### config.mk
export PLATFORM = sky130hd
export DESIGN_NAME = max_unpool
export DESIGN_NICKNAME = d
export VERILOG_FILES = /design/src/rtl/max_unpool_pkg.sv /design/src/rtl/max_unpool_buf.sv /design/src/rtl/max_unpool.sv
export SDC_FILE = /design/constraint.sdc
export NUM_CORES = 1
export LEC_CHECK = 0
export CAP_MARGIN = 40
export CORE_ASPECT_RATIO = 1.1
export CORE_UTILIZATION = 38
export CTS_BUF_LIST = sky130_fd_sc_hd__clkbuf_4 sky130_fd_sc_hd__clkbuf_8 sky130_fd_sc_hd__clkbuf_16
export CTS_CLUSTER_SIZE = 8
export DETAILED_ROUTE_END_ITERATION = 7
export PLACE_DENSITY = 0.54
export REMOVE_ABC_BUFFERS = 1
export SLEW_MARGIN = 25
export SYNTH_ARGS = -nofsm -noshare
export SYNTH_HDL_FRONTEND = slang
export SYNTH_SLANG_ARGS = --single-unit
### constraint.sdc
create_clock -name clk -period 3.4 [get_ports clk]
set_clock_uncertainty 0.2 [all_clocks]
set_input_delay 0.68 -clock clk [delete_from_list [all_inputs] [get_ports clk]]
set_output_delay 0.68 -clock clk [all_outputs]
set_load 0.02 [all_outputs]
### src/rtl/max_unpool_pkg.sv
// Shared CNN definitions: history codes, unpool FSM states, default data width.
package max_unpool_pkg;

    localparam int DW_DEF = 16;

    // argmax position inside a 2x2 window, as (row,col) offsets
    localparam logic [2:0] HIST_TL = 3'd0;
    localparam logic [2:0] HIST_TR = 3'd1;
    localparam logic [2:0] HIST_BL = 3'd2;
    localparam logic [2:0] HIST_BR = 3'd3;

    typedef enum logic [1:0] {LOAD, EMIT, DONE} state_t;

    // history code that selects the window position (r0,c0)
    function automatic logic [2:0] win_pos(input logic r0, input logic c0);
        case ({r0, c0})
            2'b00:   win_pos = HIST_TL;
            2'b01:   win_pos = HIST_TR;
            2'b10:   win_pos = HIST_BL;
            default: win_pos = HIST_BR;
        endcase
    endfunction

endpackage

### src/rtl/max_unpool_buf.sv
// N x N buffer of {history, value} entries: one write port, one async read port.
module unpool_buf #(
    parameter int N  = 3,
    parameter int DW = 16,
    parameter int AW = 2
) (
    input  logic          clk,
    input  logic          we,
    input  logic [AW-1:0] wr_row,
    input  logic [AW-1:0] wr_col,
    input  logic [DW+2:0] wr_data,
    input  logic [AW-1:0] rd_row,
    input  logic [AW-1:0] rd_col,
    output logic [DW+2:0] rd_data
);

    logic [DW+2:0] mem [N][N];

    // contents are don't-care after reset, so no reset on the array
    always_ff @(posedge clk) begin
        if (we) mem[wr_row][wr_col] <= wr_data;
    end

    assign rd_data = mem[rd_row][rd_col];

endmodule

### src/rtl/max_unpool.sv
// Max-unpool: buffer an N x N pooled map with argmax codes, then stream the
// 2N x 2N reconstruction row-major with only the recorded position non-zero.
module max_unpool import max_unpool_pkg::*; #(
    parameter int N  = 3,
    parameter int DW = DW_DEF
) (
    input  logic          clk,
    input  logic          rst_n,
    input  logic          load,
    output logic          in_ready,
    input  logic [DW-1:0] in,
    input  logic [2:0]    history,
    output logic          out_valid,
    input  logic          out_ready,
    output logic [DW-1:0] result,
    output logic [5:0]    out_row,
    output logic [5:0]    out_col,
    output logic          hist_err,
    output logic          done_up
);

    localparam int AW = (N > 1) ? $clog2(N) : 1;
    localparam logic [AW-1:0] IN_MAX  = AW'(N - 1);
    localparam logic [5:0]    OUT_MAX = 6'(2 * N - 1);

    state_t        state;
    logic [AW-1:0] ir, ic;
    logic          accept, last_beat, last_elem;
    logic [5:0]    nr, nc;
    logic [DW+2:0] rd_data;
    logic [DW-1:0] src_val, next_res;
    logic [2:0]    src_hist;

    assign accept    = load & in_ready;
    assign last_beat = accept && (ir == IN_MAX) && (ic == IN_MAX);
    assign last_elem = (out_row == OUT_MAX) && (out_col == OUT_MAX);

    unpool_buf #(.N(N), .DW(DW), .AW(AW)) u_buf (
        .clk     (clk),
        .we      (accept),
        .wr_row  (ir),
        .wr_col  (ic),
        .wr_data ({history, in}),
        .rd_row  (nr[AW:1]),
        .rd_col  (nc[AW:1]),
        .rd_data (rd_data)
    );

    // coordinates of the element to present next; (0,0) while loading
    always_comb begin
        nr = '0;
        nc = '0;
        if (state == EMIT) begin
            if (out_col == OUT_MAX) begin
                nr = out_row + 6'd1;
                nc = '0;
            end else begin
                nr = out_row;
                nc = out_col + 6'd1;
            end
        end
    end

    // value of the next element; with N=1 the only entry is still being written
    always_comb begin
        {src_hist, src_val} = rd_data;
        if (N == 1 && state == LOAD) {src_hist, src_val} = {history, in};
        next_res = (src_hist == win_pos(nr[0], nc[0])) ? src_val : '0;
    end

    // frame FSM with registered outputs
    always_ff @(posedge clk or negedge rst_n) begin
        if (!rst_n) begin
            state     <= LOAD;
            ir        <= '0;
            ic        <= '0;
            in_ready  <= 1'b1;
            out_valid <= 1'b0;
            result    <= '0;
            out_row   <= '0;
            out_col   <= '0;
            hist_err  <= 1'b0;
            done_up   <= 1'b0;
        end else begin
            case (state)
                LOAD: begin
                    if (accept) begin
                        // first beat of a frame restarts the sticky flag
                        if (ir == '0 && ic == '0) hist_err <= (history > HIST_BR);
                        else if (history > HIST_BR) hist_err <= 1'b1;
                        if (last_beat) begin
                            ir        <= '0;
                            ic        <= '0;
                            out_row   <= '0;
                            out_col   <= '0;
                            result    <= next_res;
                            out_valid <= 1'b1;
                            in_ready  <= 1'b0;
                            state     <= EMIT;
                        end else if (ic == IN_MAX) begin
                            ic <= '0;
                            ir <= ir + 1'b1;
                        end else begin
                            ic <= ic + 1'b1;
                        end
                    end
                end
                EMIT: begin
                    if (out_ready) begin
                        if (last_elem) begin
                            out_valid <= 1'b0;
                            done_up   <= 1'b1;
                            state     <= DONE;
                        end else begin
                            out_row <= nr;
                            out_col <= nc;
                            result  <= next_res;
                        end
                    end
                end
                DONE: begin
                    done_up  <= 1'b0;
                    in_ready <= 1'b1;
                    out_row  <= '0;
                    out_col  <= '0;
                    result   <= '0;
                    state    <= LOAD;
                end
                default: state <= LOAD;
            endcase
        end
    end

endmodule
==> results_tabular.tex, run 1 <==
\begin{tabular}{lr}
\hline
Metric & Value \\
\hline
\multicolumn{2}{l}{\textbf{Run status}} \\
\quad Outcome & complete, no violations \\
\multicolumn{2}{l}{\textbf{CTS}} \\
\quad Insertion delay to the later sink of the worst-skew pair & 0.53 ns \\
\quad CTS Sinks & 209 \\
\quad Clock Tree Root & sky130\_fd\_sc\_hd\_\_clkbuf\_16 \\
\quad Cts bufs inserted & 30 \\
\quad Htree depth & 1 \\
\quad CTS tree & built \\
\quad Clock transition at the register clock pins on the worst setup and hold paths after CTS & about 0.050 ns \\
\quad CTS max path bufs & 3 \\
\multicolumn{2}{l}{\textbf{Synth}} \\
\quad Adder-cell area share of the yosys netlist & 1.01\% \\
\quad Avg Cell Area, Syn & 13.9 um\^{}2 \\
\quad Prevailing post-synth register cell & sky130\_fd\_sc\_hd\_\_edfxtp\_1 \\
\quad Compound-gate portion of the synthesized area & 13.9\% \\
\quad Simple-gate share of the synthesized area & 7.75\% \\
\quad Main combinational cell family by area after synthesis & compound AO/OA/AOI/OAI gates \\
\quad Sequential element share of the synthesized area & a little over two thirds \\
\quad Number of distinct standard cells referenced by the synthesized netlist & slightly below 60 \\
\quad Number of standard cells after synthesis & approximately 620 \\
\quad Dominant cell by count in the synthesized netlist & sky130\_fd\_sc\_hd\_\_edfxtp\_1 \\
\quad Proportion of netlist area held by the largest area contributor & just under 60\% \\
\quad Number of synthesized register bits & 209 \\
\quad Dominant cells by area after synthesis & sky130\_fd\_sc\_hd\_\_edfxtp\_1, sky130\_fd\_sc\_hd\_\_dfrtp\_1, sky130\_fd\_sc\_hd\_\_mux2i\_1 \\
\quad Combined area of all synthesized cells & 0.00866 mm\^{}2 \\
\quad List of most frequent post-synthesis cells & sky130\_fd\_sc\_hd\_\_edfxtp\_1, sky130\_fd\_sc\_hd\_\_nand2\_1, sky130\_fd\_sc\_hd\_\_a21oi\_1, sky130\_fd\_sc\_hd\_\_dfrtp\_1 \\
\quad Multiplexer share of the synthesized area & 4.32\% \\
\quad XOR/XNOR Fraction of Synth Area & 0.390\% \\
\quad Proportion of synthesized flip-flops having asynchronous set or reset & 18.2\% \\
\quad Cell type with the largest total area after synthesis & sky130\_fd\_sc\_hd\_\_edfxtp\_1 \\
\quad Number of warnings issued by yosys & 0 \\
\quad Number of enable-type register cells in the synthesized netlist & around 170 \\
\multicolumn{2}{l}{\textbf{Detailed routing}} \\
\quad Final routed wire length divided by cell count & around 21 um \\
\quad Wire length after detailed routing & 21800 um \\
\quad 1st-pass router iterations & 6 \\
\quad DRT iter0 DRCs & 486 \\
\quad Vias & 5607 \\
\quad Routed Antenna Nets & 0 \\
\quad Post-route DRC violation count & 0 \\
\quad Average via count per standard cell & between 5 and 6 \\
\multicolumn{2}{l}{\textbf{Timing}} \\
\quad WHS & 0.283 ns \\
\quad Max-slew violations & 0 \\
\quad Count of endpoints failing hold in the final timing report & 0 \\
\quad Relative slew slack & 51.2\% \\
\quad Final cycle utilization of the critical path & 93.8\% \\
\quad Time the worst path needs with I/O delays and setup & $\sim$3.2 ns \\
\quad Unrepaired setup endpoints after global routing & false \\
\quad Fmax & 0.314 GHz \\
\quad Final setup vio count & 0 \\
\quad Slew @ Worst Pin & approximately 0.73 ns \\
\multicolumn{2}{l}{\textbf{Global route}} \\
\quad Number of antenna violations at the first check in global routing & 0 \\
\quad Number of global-route vias before repair & about 5700 \\
\quad First-pass GRT wire length & 33800 um \\
\quad Overflow after GRT & 0 \\
\quad Maximum number of pins on one net before global-route repair & 35 \\
\quad Global-route total usage across every layer & 19.0\% \\
\multicolumn{2}{l}{\textbf{Worst setup path}} \\
\quad Setup slack of the most critical reg-to-reg path & roughly 0.21 ns \\
\quad Cell type with the highest occurrence count on the critical path & sky130\_fd\_sc\_hd\_\_o22ai\_1 \\
\quad Critical Path Start Type & register \\
\quad Data required, critical path & 3.66 ns \\
\quad Delay contributed by the slowest stage of the critical path & 0.59 ns \\
\quad Crit path max-delay cell type & sky130\_fd\_sc\_hd\_\_or4\_4 \\
\quad Largest fanout of any net on the critical path & 34 \\
\quad Critical Path Sink Type & register \\
\quad Worst EP arrival & 3.45 ns \\
\quad Worst r2r src & out\_col[1] \\
\quad Worst R2R Path Depth & 11 \\
\quad Startpoint-to-endpoint class of the critical path & register to register \\
\quad R2R Path End & result[1] \\
\quad Critical Path, Cell by Cell & inv\_1 > ha\_1 > nand4bb\_4 > or4\_4 > and2\_4 > buf\_4 > a21oi\_1 > o22ai\_1 > a211oi\_1 > o22ai\_1 > o21ai\_2 \\
\multicolumn{2}{l}{\textbf{Worst hold path}} \\
\quad Hold Path Depth & 2 \\
\quad Hold path endpoint & hist\_err \\
\quad Origin of the worst min-delay path & hist\_err \\
\quad Hold WC Path Type & register to register \\
\multicolumn{2}{l}{\textbf{Placement}} \\
\quad Count of input and output buffers & 54 \\
\quad Routability Congestion & 0.796 \\
\quad Detailed Place HPWL & 13200 um \\
\multicolumn{2}{l}{\textbf{Power and ir drop}} \\
\quad Standby leakage power & 0.00372 uW \\
\quad Part of the power in registers & 42.4\% \\
\quad Largest voltage drop on the vdd net & 0.496 mV \\
\quad Relative contribution of the clock network to total power & between 30 and 40\% \\
\quad Internal power component & 5660 uW \\
\quad Share of total power consumed by net switching & 28.0\% \\
\quad Total power of the final layout & 7870 uW \\
\quad Power spent charging and discharging nets & 2200 uW \\
\quad Comb pwr share & 20.6\% \\
\quad Pwr per Cell Area & 729 mW/mm\^{}2 \\
\multicolumn{2}{l}{\textbf{Floorplan}} \\
\quad Horiz. Die Dim & 146 um \\
\quad Chip height & 160 um \\
\quad Floorplan die area & 0.0234 mm\^{}2 \\
\quad Number of core rows & between 50 and 60 \\
\quad Starting utilization of the core area & $\sim$39\% \\
\quad Number of top-level pins & 55 \\
\quad Area inside the core boundary & 0.0223 mm\^{}2 \\
\multicolumn{2}{l}{\textbf{Final layout}} \\
\quad Final nets & 745 \\
\quad Antenna Cells & 0 \\
\quad Area Growth Syn to Fin & 24.5\% \\
\quad Layout cells sized above 1 & 17.6\% \\
\multicolumn{2}{l}{\textbf{Run}} \\
\quad Number of violations of the max-capacitance limit & 0 \\
\hline
\end{tabular}
-- flip-flops by register name, indices dropped and copies added (netlist names) --
name       count
result        16
ir             2
out_row        6
ic             2
hist_err       1
done_up        1
in_ready       1
u_buf.mem    171
state          2
out_valid      1
out_col        6
-- critical path: cells and delay by family (launching register included) --
family	cells	cell delay [ns]
AO/OA/AOI/OAI	5	0.90
buffers and inverters	2	0.36
flip-flops	1	0.40
AND/OR/NAND/NOR	3	1.03
adder cells (fa/ha/maj)	1	0.20
-- power by group through the flow --
| stage | Clock, uW | Sequential (uW) | Combinational (uW) |
|---|---|---|---|
| global route | 3070 | 3370 | 1770 |
| global placement | 0 | 3370 | 1610 |
| finish | 2920 | 3330 | 1620 |
| detailed placement | 0 | 3380 | 1640 |
| CTS | 2970 | 3340 | 1650 |
| floorplan | 0 | 3460 | 716 |
-- per-layer routing --
metal,share of wire (%),track usage (%),wire length [um],vias up
li1,-,-,-,2601
met1,45,26.1,9850,2789
met2,48,31.6,10500,180
met3,4.8,2.70,1040,37
met4,2.0,5.17,434,0
met5,0,0,0,-
-- how the worst max path moves through the flow --
stage / start / end / slack (ns) / cells after the start
2_1_floorplan: out_row[1] / result[0] / -1.46 / 9
3_3_place_gp: out_col[1] / result[1] / 0.20 / 11
3_5_place_dp: out_col[1] / result[1] / 0.16 / 11
4_1_cts: out_col[1] / result[14] / 0.11 / 12
5_1_grt: out_col[1] / result[4] / 0.02 / 11
6_report: out_col[1] / result[1] / 0.21 / 11
-- metrics by stage --
step                      setup slack, ns  instance area (um^2)  cells  setup TNS [ns]  utilization (%)
after detailed placement            0.159                  9780    976               0             44.0
after global placement              0.205                  9760    975               0             43.9
after global routing               0.0207                 10800   1034               0             48.5
final                               0.210                 10800   1034               0             48.5
after CTS                           0.111                 10800   1033               0             48.3
after floorplan                     -1.46                  8490    588          -23.16                -
-- cell type report --
cell class | count | area (um^2)
fill | 1973 | 11500
timing repair buffer | 95 | 921
clock inverter | 1 | 8.76
multi-input combinational | 371 | 2410
tap | 295 | 369
inverter | 8 | 30.0
clock buffer | 55 | 956
sequential | 209 | 6090
-- repair_timing --
action / CTS / global route
hold buffers: 1 / 0
hold endpoints to repair: 15 / 0
endpoints found under the setup margin: 0 / 16
buffers inserted: 0 / 1
gates resized for setup: 0 / 5
-- logic make-up (layout without fill, tap and decap cells) --
group / Yosys count / after routing
muxes: 37 / 37
xor gates and xnor gates: 3 / 3
adders and majority gates: 7 / 7
buffers and inverters: 44 / 159
and+or+nand+nor: 136 / 136
DFF: 209 / 209
AOI/OAI and AO/OA: 188 / 188
-- cells in the final DEF (no fill, tap or decap), types with 31 or more instances in the layout --
master	instances
sky130_fd_sc_hd__a21oi_1	41
sky130_fd_sc_hd__buf_4	34
sky130_fd_sc_hd__o22ai_1	33
sky130_fd_sc_hd__nand2_1	69
sky130_fd_sc_hd__dfrtp_1	37
sky130_fd_sc_hd__clkbuf_16	31
sky130_fd_sc_hd__o21ai_0	34
sky130_fd_sc_hd__mux2i_1	34
sky130_fd_sc_hd__edfxtp_1	171
sky130_fd_sc_hd__clkdlybuf4s50_1	53
No activity file was read; power rests on OpenSTA's default activity.
==> inputs of run 2 (changes only) <==
PLACE_DENSITY = not set   (was 0.54)
PLACE_DENSITY_LB_ADDON = 0.08   (was not set)
==> results_tabular.tex, run 2 (synthesis gave the netlist of run 1 again) <==
\begin{tabular}{lr}
\hline
Metric & Value \\
\hline
\multicolumn{2}{l}{\textbf{Detailed routing}} \\
\quad Post-route DRC violation count & 0 \\
\quad 1st-pass router iterations & 7 \\
\quad Routed Antenna Nets & 0 \\
\quad Wire length after detailed routing & 22700 um \\
\quad Final routed wire length divided by cell count & 21.9 um \\
\quad DRT iter0 DRCs & between 300 and 400 \\
\quad Vias & 5553 \\
\quad Average via count per standard cell & 5.37 \\
\multicolumn{2}{l}{\textbf{Final layout}} \\
\quad Area Growth Syn to Fin & 24.3\% \\
\quad Number of fill cells in the layout & 1975 \\
\quad Final nets & 746 \\
\quad Final design area excluding fillers & about 0.011 mm\^{}2 \\
\quad Register with the most flip-flops & u\_buf.mem \\
\quad Number of standard cells in the final layout excluding fillers & 1035 \\
\quad Antenna Cells & 0 \\
\quad Layout cells sized above 1 & 17.4\% \\
\quad Largest registers & u\_buf.mem (171), result (16) \\
\quad Flip-flop count of the largest register after layout & 171 \\
\quad Highest-count cells in the layout ignoring fill and taps & sky130\_fd\_sc\_hd\_\_edfxtp\_1, sky130\_fd\_sc\_hd\_\_nand2\_1, sky130\_fd\_sc\_hd\_\_clkdlybuf4s50\_1, sky130\_fd\_sc\_hd\_\_a21oi\_1, sky130\_fd\_sc\_hd\_\_dfrtp\_1 \\
\quad Most common library cell in the layout ignoring fill and taps & sky130\_fd\_sc\_hd\_\_edfxtp\_1 \\
\multicolumn{2}{l}{\textbf{Timing}} \\
\quad Final setup vio count & 0 \\
\quad Max-slew violations & 0 \\
\quad Relative slew slack & around half \\
\quad Slew @ Worst Pin & 0.746 ns \\
\quad Unrepaired setup endpoints after global routing & false \\
\quad Accumulated negative setup slack & 0 ns \\
\quad Fmax & around 0.31 GHz \\
\quad Final cycle utilization of the critical path & 94.6\% \\
\quad Count of endpoints failing hold in the final timing report & 0 \\
\quad Final Worst Setup Slack & roughly 0.18 ns \\
\quad Time the worst path needs with I/O delays and setup & roughly 3.2 ns \\
\multicolumn{2}{l}{\textbf{Power and ir drop}} \\
\quad Share of total power consumed by net switching & 28.3\% \\
\quad Power spent charging and discharging nets & 2240 uW \\
\quad Pwr per Cell Area & approximately 740 mW/mm\^{}2 \\
\quad Comb pwr share & 20.9\% \\
\quad Part of the power in registers & 42.1\% \\
\quad Relative contribution of the clock network to total power & a little under two fifths \\
\quad Largest voltage drop on the vdd net & 0.418 mV \\
\quad Standby leakage power & 0.00372 uW \\
\quad Internal power component & 5680 uW \\
\multicolumn{2}{l}{\textbf{Global route}} \\
\quad Met3 Track Usage GR & 2.81\% \\
\quad Maximum number of pins on one net before global-route repair & 23 \\
\quad GRT met1 Usage & between 20\% and 30\% \\
\quad Number of global-route vias before repair & 5690 \\
\quad Met2 routing resource usage after global routing & 32.0\% \\
\quad First-pass GRT wire length & $\sim$35000 um \\
\quad GRT busiest layer & met2 \\
\quad Global-route total usage across every layer & roughly a fifth \\
\quad Number of antenna violations at the first check in global routing & 0 \\
\quad Overflow after GRT & 0 \\
\multicolumn{2}{l}{\textbf{Floorplan}} \\
\quad Number of top-level pins & 55 \\
\quad Area inside the core boundary & between 0.02 and 0.025 mm\^{}2 \\
\quad Chip height & 160 um \\
\quad Starting utilization of the core area & roughly two fifths \\
\quad Number of core rows & 57 \\
\quad Horiz. Die Dim & 146 um \\
\quad Floorplan die area & 0.0234 mm\^{}2 \\
\multicolumn{2}{l}{\textbf{Placement}} \\
\quad Placed Area & 0.00978 mm\^{}2 \\
\quad Placed cells & 978 \\
\quad Worst setup slack after placement & 0.133 ns \\
\quad Count of input and output buffers & 54 \\
\quad Routability Congestion & 0.840 \\
\quad Detailed Place HPWL & 13900 um \\
\multicolumn{2}{l}{\textbf{CTS}} \\
\quad Insertion delay to the later sink of the worst-skew pair & 0.53 ns \\
\quad CTS tree & built \\
\quad Cts bufs inserted & 30 \\
\quad Clock transition at the register clock pins on the worst setup and hold paths after CTS & 0.05 ns \\
\quad CTS Sinks & roughly 210 \\
\quad Clock Tree Root & sky130\_fd\_sc\_hd\_\_clkbuf\_16 \\
\quad Htree depth & 1 \\
\quad CTS max path bufs & 3 \\
\multicolumn{2}{l}{\textbf{Run status}} \\
\quad Outcome & complete, no violations \\
\multicolumn{2}{l}{\textbf{Worst setup path}} \\
\quad R2R Path End & result[10] \\
\quad Data required, critical path & 3.66 ns \\
\quad Worst R2R Path Depth & 12 \\
\quad Origin of the worst setup path & out\_col[1] \\
\quad Setup crit end & result[10] \\
\quad Setup slack of the most critical reg-to-reg path & around 0.18 ns \\
\quad Worst r2r src & out\_col[1] \\
\quad Largest fanout of any net on the critical path & 16 \\
\quad Critical Path Sink Type & register \\
\quad Worst EP arrival & 3.47 ns \\
\quad Startpoint-to-endpoint class of the critical path & register to register \\
\quad Critical Path Start Type & register \\
\multicolumn{2}{l}{\textbf{Run}} \\
\quad Number of violations of the max-capacitance limit & 0 \\
\multicolumn{2}{l}{\textbf{Worst hold path}} \\
\quad Hold WC Path Type & register to register \\
\hline
\end{tabular}
-- run 2: cell count changes in the layout (fill, tap and decap cells not counted), sizes merged --
cell	delta
buf	+1
-- run 2: cell type report --
cell class | count | area, um^2 | area share, %
clock inverter | 1 | 8.76 | 0.0814
multi-input combinational | 371 | 2400 | 22.3
sequential | 209 | 6090 | 56.5
inverter | 8 | 30.0 | 0.279
timing repair buffer | 96 | 915 | 8.50
clock buffer | 55 | 956 | 8.88
tap | 295 | 369 | 3.43
-- run 2: routing by layer --
metal / share of wire [%] / wire length (um)
met5: 0 / 0
met4: 2.9 / 654
met3: 4.8 / 1090
met2: 47 / 10800
met1: 45 / 10200
-- run 2: worst min-delay path by stage --
stage / startpoint / end / slack, ns / cells past startpoint
after global routing: done_up / done_up / 0.31 / 1
after CTS: done_up / done_up / 0.29 / 1
final: done_up / done_up / 0.29 / 1
after floorplan: rst_n / done_up / 0.18 / 0
after detailed placement: done_up / done_up / 0.28 / 1
after global placement: hist_err / hist_err / 0.26 / 2
-- run 2: power by group through the flow --
stage / clock [uW] / combinational [uW] / sequential, uW
after CTS: 2980 / 1680 / 3340
after global routing: 3100 / 1800 / 3370
after global placement: 0 / 1640 / 3380
after floorplan: 0 / 716 / 3460
after detailed placement: 0 / 1670 / 3390
final: 2930 / 1660 / 3340
-- run 2: through the flow --
step	utilization (%)	hold slack (ns)	total power, uW
after floorplan	-	0.184	4180
after global placement	43.8	0.263	5020
after detailed placement	43.9	0.283	5060
after CTS	48.3	0.294	8000
after global routing	48.4	0.307	8270
final	48.4	0.289	7920
-- run 2: critical path: stages, from the launching register on --
cell and delay, ns:
sky130_fd_sc_hd__dfrtp_1 0.40, sky130_fd_sc_hd__inv_1 0.08, sky130_fd_sc_hd__ha_1 0.21, sky130_fd_sc_hd__nand4bb_4 0.17, sky130_fd_sc_hd__or4_4 0.57, sky130_fd_sc_hd__buf_4 0.21
sky130_fd_sc_hd__a21oi_1 0.27, sky130_fd_sc_hd__a31oi_4 0.05, sky130_fd_sc_hd__a2bb2oi_2 0.25, sky130_fd_sc_hd__nor4bb_4 0.29, sky130_fd_sc_hd__buf_12 0.20, sky130_fd_sc_hd__o22ai_1 0.10
sky130_fd_sc_hd__o21ai_1 0.14
-- run 2: timing repair --
action	CTS	global route
endpoints found under the hold margin	18	0
setup endpoints to repair	0	16
gates resized for setup	0	4
hold buffers	1	0
setup buffers	0	0
==> inputs of run 3 (changes only) <==
CTS_CLUSTER_DIAMETER = 100   (was not set)
==> results_tabular.tex, run 3 (synthesis gave the netlist of run 1 again) <==
\begin{tabular}{lr}
\hline
Metric & Value \\
\hline
\multicolumn{2}{l}{\textbf{Run status}} \\
\quad Outcome & complete, no violations \\
\multicolumn{2}{l}{\textbf{Global route}} \\
\quad First-pass GRT wire length & roughly 35000 um \\
\quad Number of antenna violations at the first check in global routing & 0 \\
\quad Global-route total usage across every layer & between 15 and 20\% \\
\quad Number of global-route vias before repair & 5673 \\
\quad Maximum number of pins on one net before global-route repair & 23 \\
\quad Overflow after GRT & 0 \\
\multicolumn{2}{l}{\textbf{Detailed routing}} \\
\quad Wire length after detailed routing & 22700 um \\
\quad Post-route DRC violation count & 0 \\
\quad Routed Antenna Nets & 0 \\
\quad Vias & around 5600 \\
\quad Final routed wire length divided by cell count & 22.0 um \\
\quad Average via count per standard cell & $\sim$5.4 \\
\quad DRT iter0 DRCs & around 450 \\
\quad 1st-pass router iterations & 4 \\
\multicolumn{2}{l}{\textbf{Placement}} \\
\quad Count of input and output buffers & 54 \\
\quad Worst setup slack after placement & 0.133 ns \\
\quad Routability Congestion & 0.840 \\
\quad Placed Area & 0.00978 mm\^{}2 \\
\quad Detailed Place HPWL & between 10000 and 15000 um \\
\multicolumn{2}{l}{\textbf{Worst setup path}} \\
\quad Worst R2R Path Depth & 12 \\
\quad Kind of cell with the highest combined delay on the critical path & simple AND/OR/NAND/NOR gates \\
\quad Data required, critical path & approximately 3.7 ns \\
\quad Critical Path Start Type & register \\
\quad R2R Path End & result[8] \\
\quad Delay contributed by the slowest stage of the critical path & around 0.57 ns \\
\quad Worst EP arrival & 3.46 ns \\
\quad Largest fanout of any net on the critical path & 16 \\
\quad Worst r2r src & out\_col[1] \\
\quad Startpoint-to-endpoint class of the critical path & register to register \\
\quad Crit path max-delay cell type & sky130\_fd\_sc\_hd\_\_or4\_4 \\
\quad Critical Path, Cell by Cell & inv\_1 > ha\_1 > nand4bb\_4 > or4\_4 > buf\_4 > a21oi\_1 > a31oi\_4 > a2bb2oi\_2 > nor4bb\_4 > buf\_12 > o22ai\_1 > o21ai\_1 \\
\quad Setup slack of the most critical reg-to-reg path & 0.19 ns \\
\quad Critical Path Sink Type & register \\
\quad Sum of buffers and inverters on the critical path & 3 \\
\multicolumn{2}{l}{\textbf{Power and ir drop}} \\
\quad Largest voltage drop on the vdd net & 0.400 mV \\
\quad Standby leakage power & 0.00372 uW \\
\quad Comb pwr share & between 20\% and 30\% \\
\quad Share of total power consumed by net switching & $\sim$28\% \\
\quad Internal power component & approximately 5700 uW \\
\quad Pwr per Cell Area & 735 mW/mm\^{}2 \\
\quad Part of the power in registers & 42.2\% \\
\quad Power spent charging and discharging nets & about 2200 uW \\
\quad Total power of the final layout & 7910 uW \\
\quad Relative contribution of the clock network to total power & about 37\% \\
\multicolumn{2}{l}{\textbf{Final layout}} \\
\quad Layout Utilization & 48.4\% \\
\quad Area Growth Syn to Fin & 24.3\% \\
\quad Register with the most flip-flops & u\_buf.mem \\
\quad Most common library cell in the layout ignoring fill and taps & sky130\_fd\_sc\_hd\_\_edfxtp\_1 \\
\quad Largest registers & u\_buf.mem (171), result (16) \\
\quad Final design area excluding fillers & between 0.01 and 0.015 mm\^{}2 \\
\quad Number of fill cells in the layout & 1959 \\
\quad Final nets & 746 \\
\quad Layout cells sized above 1 & 17.6\% \\
\quad Highest-count cells in the layout ignoring fill and taps & sky130\_fd\_sc\_hd\_\_edfxtp\_1, sky130\_fd\_sc\_hd\_\_nand2\_1, sky130\_fd\_sc\_hd\_\_clkdlybuf4s50\_1, sky130\_fd\_sc\_hd\_\_a21oi\_1 \\
\quad Flip-flop count of the largest register after layout & 171 \\
\quad Antenna Cells & 0 \\
\multicolumn{2}{l}{\textbf{Timing}} \\
\quad Slew @ Worst Pin & 0.794 ns \\
\quad WHS & 0.288 ns \\
\quad Relative slew slack & 47.1\% \\
\quad Fmax & 0.312 GHz \\
\quad Count of endpoints failing hold in the final timing report & 0 \\
\quad Unrepaired setup endpoints after global routing & false \\
\quad Final Worst Setup Slack & 0.193 ns \\
\quad Max-slew violations & 0 \\
\quad Time the worst path needs with I/O delays and setup & between 3 and 4 ns \\
\quad Final setup vio count & 0 \\
\quad Final cycle utilization of the critical path & 94.3\% \\
\multicolumn{2}{l}{\textbf{CTS}} \\
\quad Clock transition at the register clock pins on the worst setup and hold paths after CTS & around 0.05 ns \\
\quad Insertion delay to the later sink of the worst-skew pair & 0.53 ns \\
\quad Clock Tree Root & sky130\_fd\_sc\_hd\_\_clkbuf\_16 \\
\quad Cts bufs inserted & 30 \\
\quad CTS tree & built \\
\quad Htree depth & 1 \\
\quad CTS Sinks & 209 \\
\quad CTS max path bufs & 3 \\
\multicolumn{2}{l}{\textbf{Worst hold path}} \\
\quad Hold path endpoint & done\_up \\
\quad Hold Path Depth & 1 \\
\quad Hold WC Path Type & register to register \\
\quad Origin of the worst min-delay path & done\_up \\
\multicolumn{2}{l}{\textbf{Floorplan}} \\
\quad Floorplan die area & 0.0234 mm\^{}2 \\
\quad Starting utilization of the core area & 38.9\% \\
\quad Number of top-level pins & 55 \\
\quad Chip height & 160 um \\
\quad Horiz. Die Dim & 146 um \\
\quad Number of core rows & 57 \\
\quad Area inside the core boundary & 0.0223 mm\^{}2 \\
\multicolumn{2}{l}{\textbf{Run}} \\
\quad Number of violations of the max-capacitance limit & 0 \\
\hline
\end{tabular}
## run 3: cell counts in the layout (fill, tap and decap cells not counted)
Identical to the previous run, type by type.
## run 3: worst reg2reg max path, stage by stage (launching register included)
cell                        delay [ns]
sky130_fd_sc_hd__dfrtp_1          0.40
sky130_fd_sc_hd__inv_1            0.08
sky130_fd_sc_hd__ha_1             0.21
sky130_fd_sc_hd__nand4bb_4        0.16
sky130_fd_sc_hd__or4_4            0.57
sky130_fd_sc_hd__buf_4            0.22
sky130_fd_sc_hd__a21oi_1          0.27
sky130_fd_sc_hd__a31oi_4          0.05
sky130_fd_sc_hd__a2bb2oi_2        0.24
sky130_fd_sc_hd__nor4bb_4         0.29
sky130_fd_sc_hd__buf_12           0.20
sky130_fd_sc_hd__o22ai_1          0.11
sky130_fd_sc_hd__o21ai_1          0.13
## run 3: timing repair
item / CTS / global route
setup buffers: 0 / 0
hold endpoints to repair: 18 / 0
setup endpoints to repair: 0 / 16
gates resized for setup: 0 / 4
hold buffers: 1 / 0
## run 3: power by group through the flow
stage / Clock [uW] / Combinational [uW] / Sequential [uW]
floorplan: 0 / 716 / 3460
global placement: 0 / 1640 / 3380
detailed placement: 0 / 1670 / 3390
CTS: 2980 / 1680 / 3340
global route: 3090 / 1810 / 3370
finish: 2910 / 1660 / 3340
## run 3: stage by stage
step / setup TNS [ns] / cells
2_1_floorplan: -23.16 / 588
3_3_place_gp: 0 / 976
3_5_place_dp: 0 / 978
4_1_cts: 0 / 1035
5_1_grt: 0 / 1035
6_report: 0 / 1035
## run 3: layer usage
metal | global-route usage [%] | share of wire (%) | vias up | wire length, um
met1 | 27.0 | 45 | 2787 | 10100
li1 | - | - | 2595 | -
met3 | 3.41 | 5.3 | 32 | 1210
met5 | 0 | 0 | - | 0
met2 | 32.7 | 48 | 170 | 11000
met4 | 5.74 | 1.9 | 0 | 423
## run 3: area by class of cell
class / count / area [um^2] / share of cell area [%]
flip-flops and latches: 209 / 6090 / 56.5
multi-input cells: 371 / 2400 / 22.3
clock buffers: 55 / 956 / 8.88
repair buffers: 96 / 911 / 8.46
well taps: 295 / 369 / 3.43
inverters: 8 / 30.0 / 0.279
clock inverters: 1 / 8.76 / 0.0814
## run 3: how the worst max path moves through the flow
stage	depth (start not counted)	slack, ns	startpoint	to
floorplan	9	-1.46	out_row[1]	result[0]
global placement	11	0.18	out_col[1]	result[11]
detailed placement	11	0.13	out_col[1]	result[12]
CTS	11	0.10	out_col[1]	result[12]
global route	11	0.04	out_col[1]	result[13]
finish	12	0.19	out_col[1]	result[8]
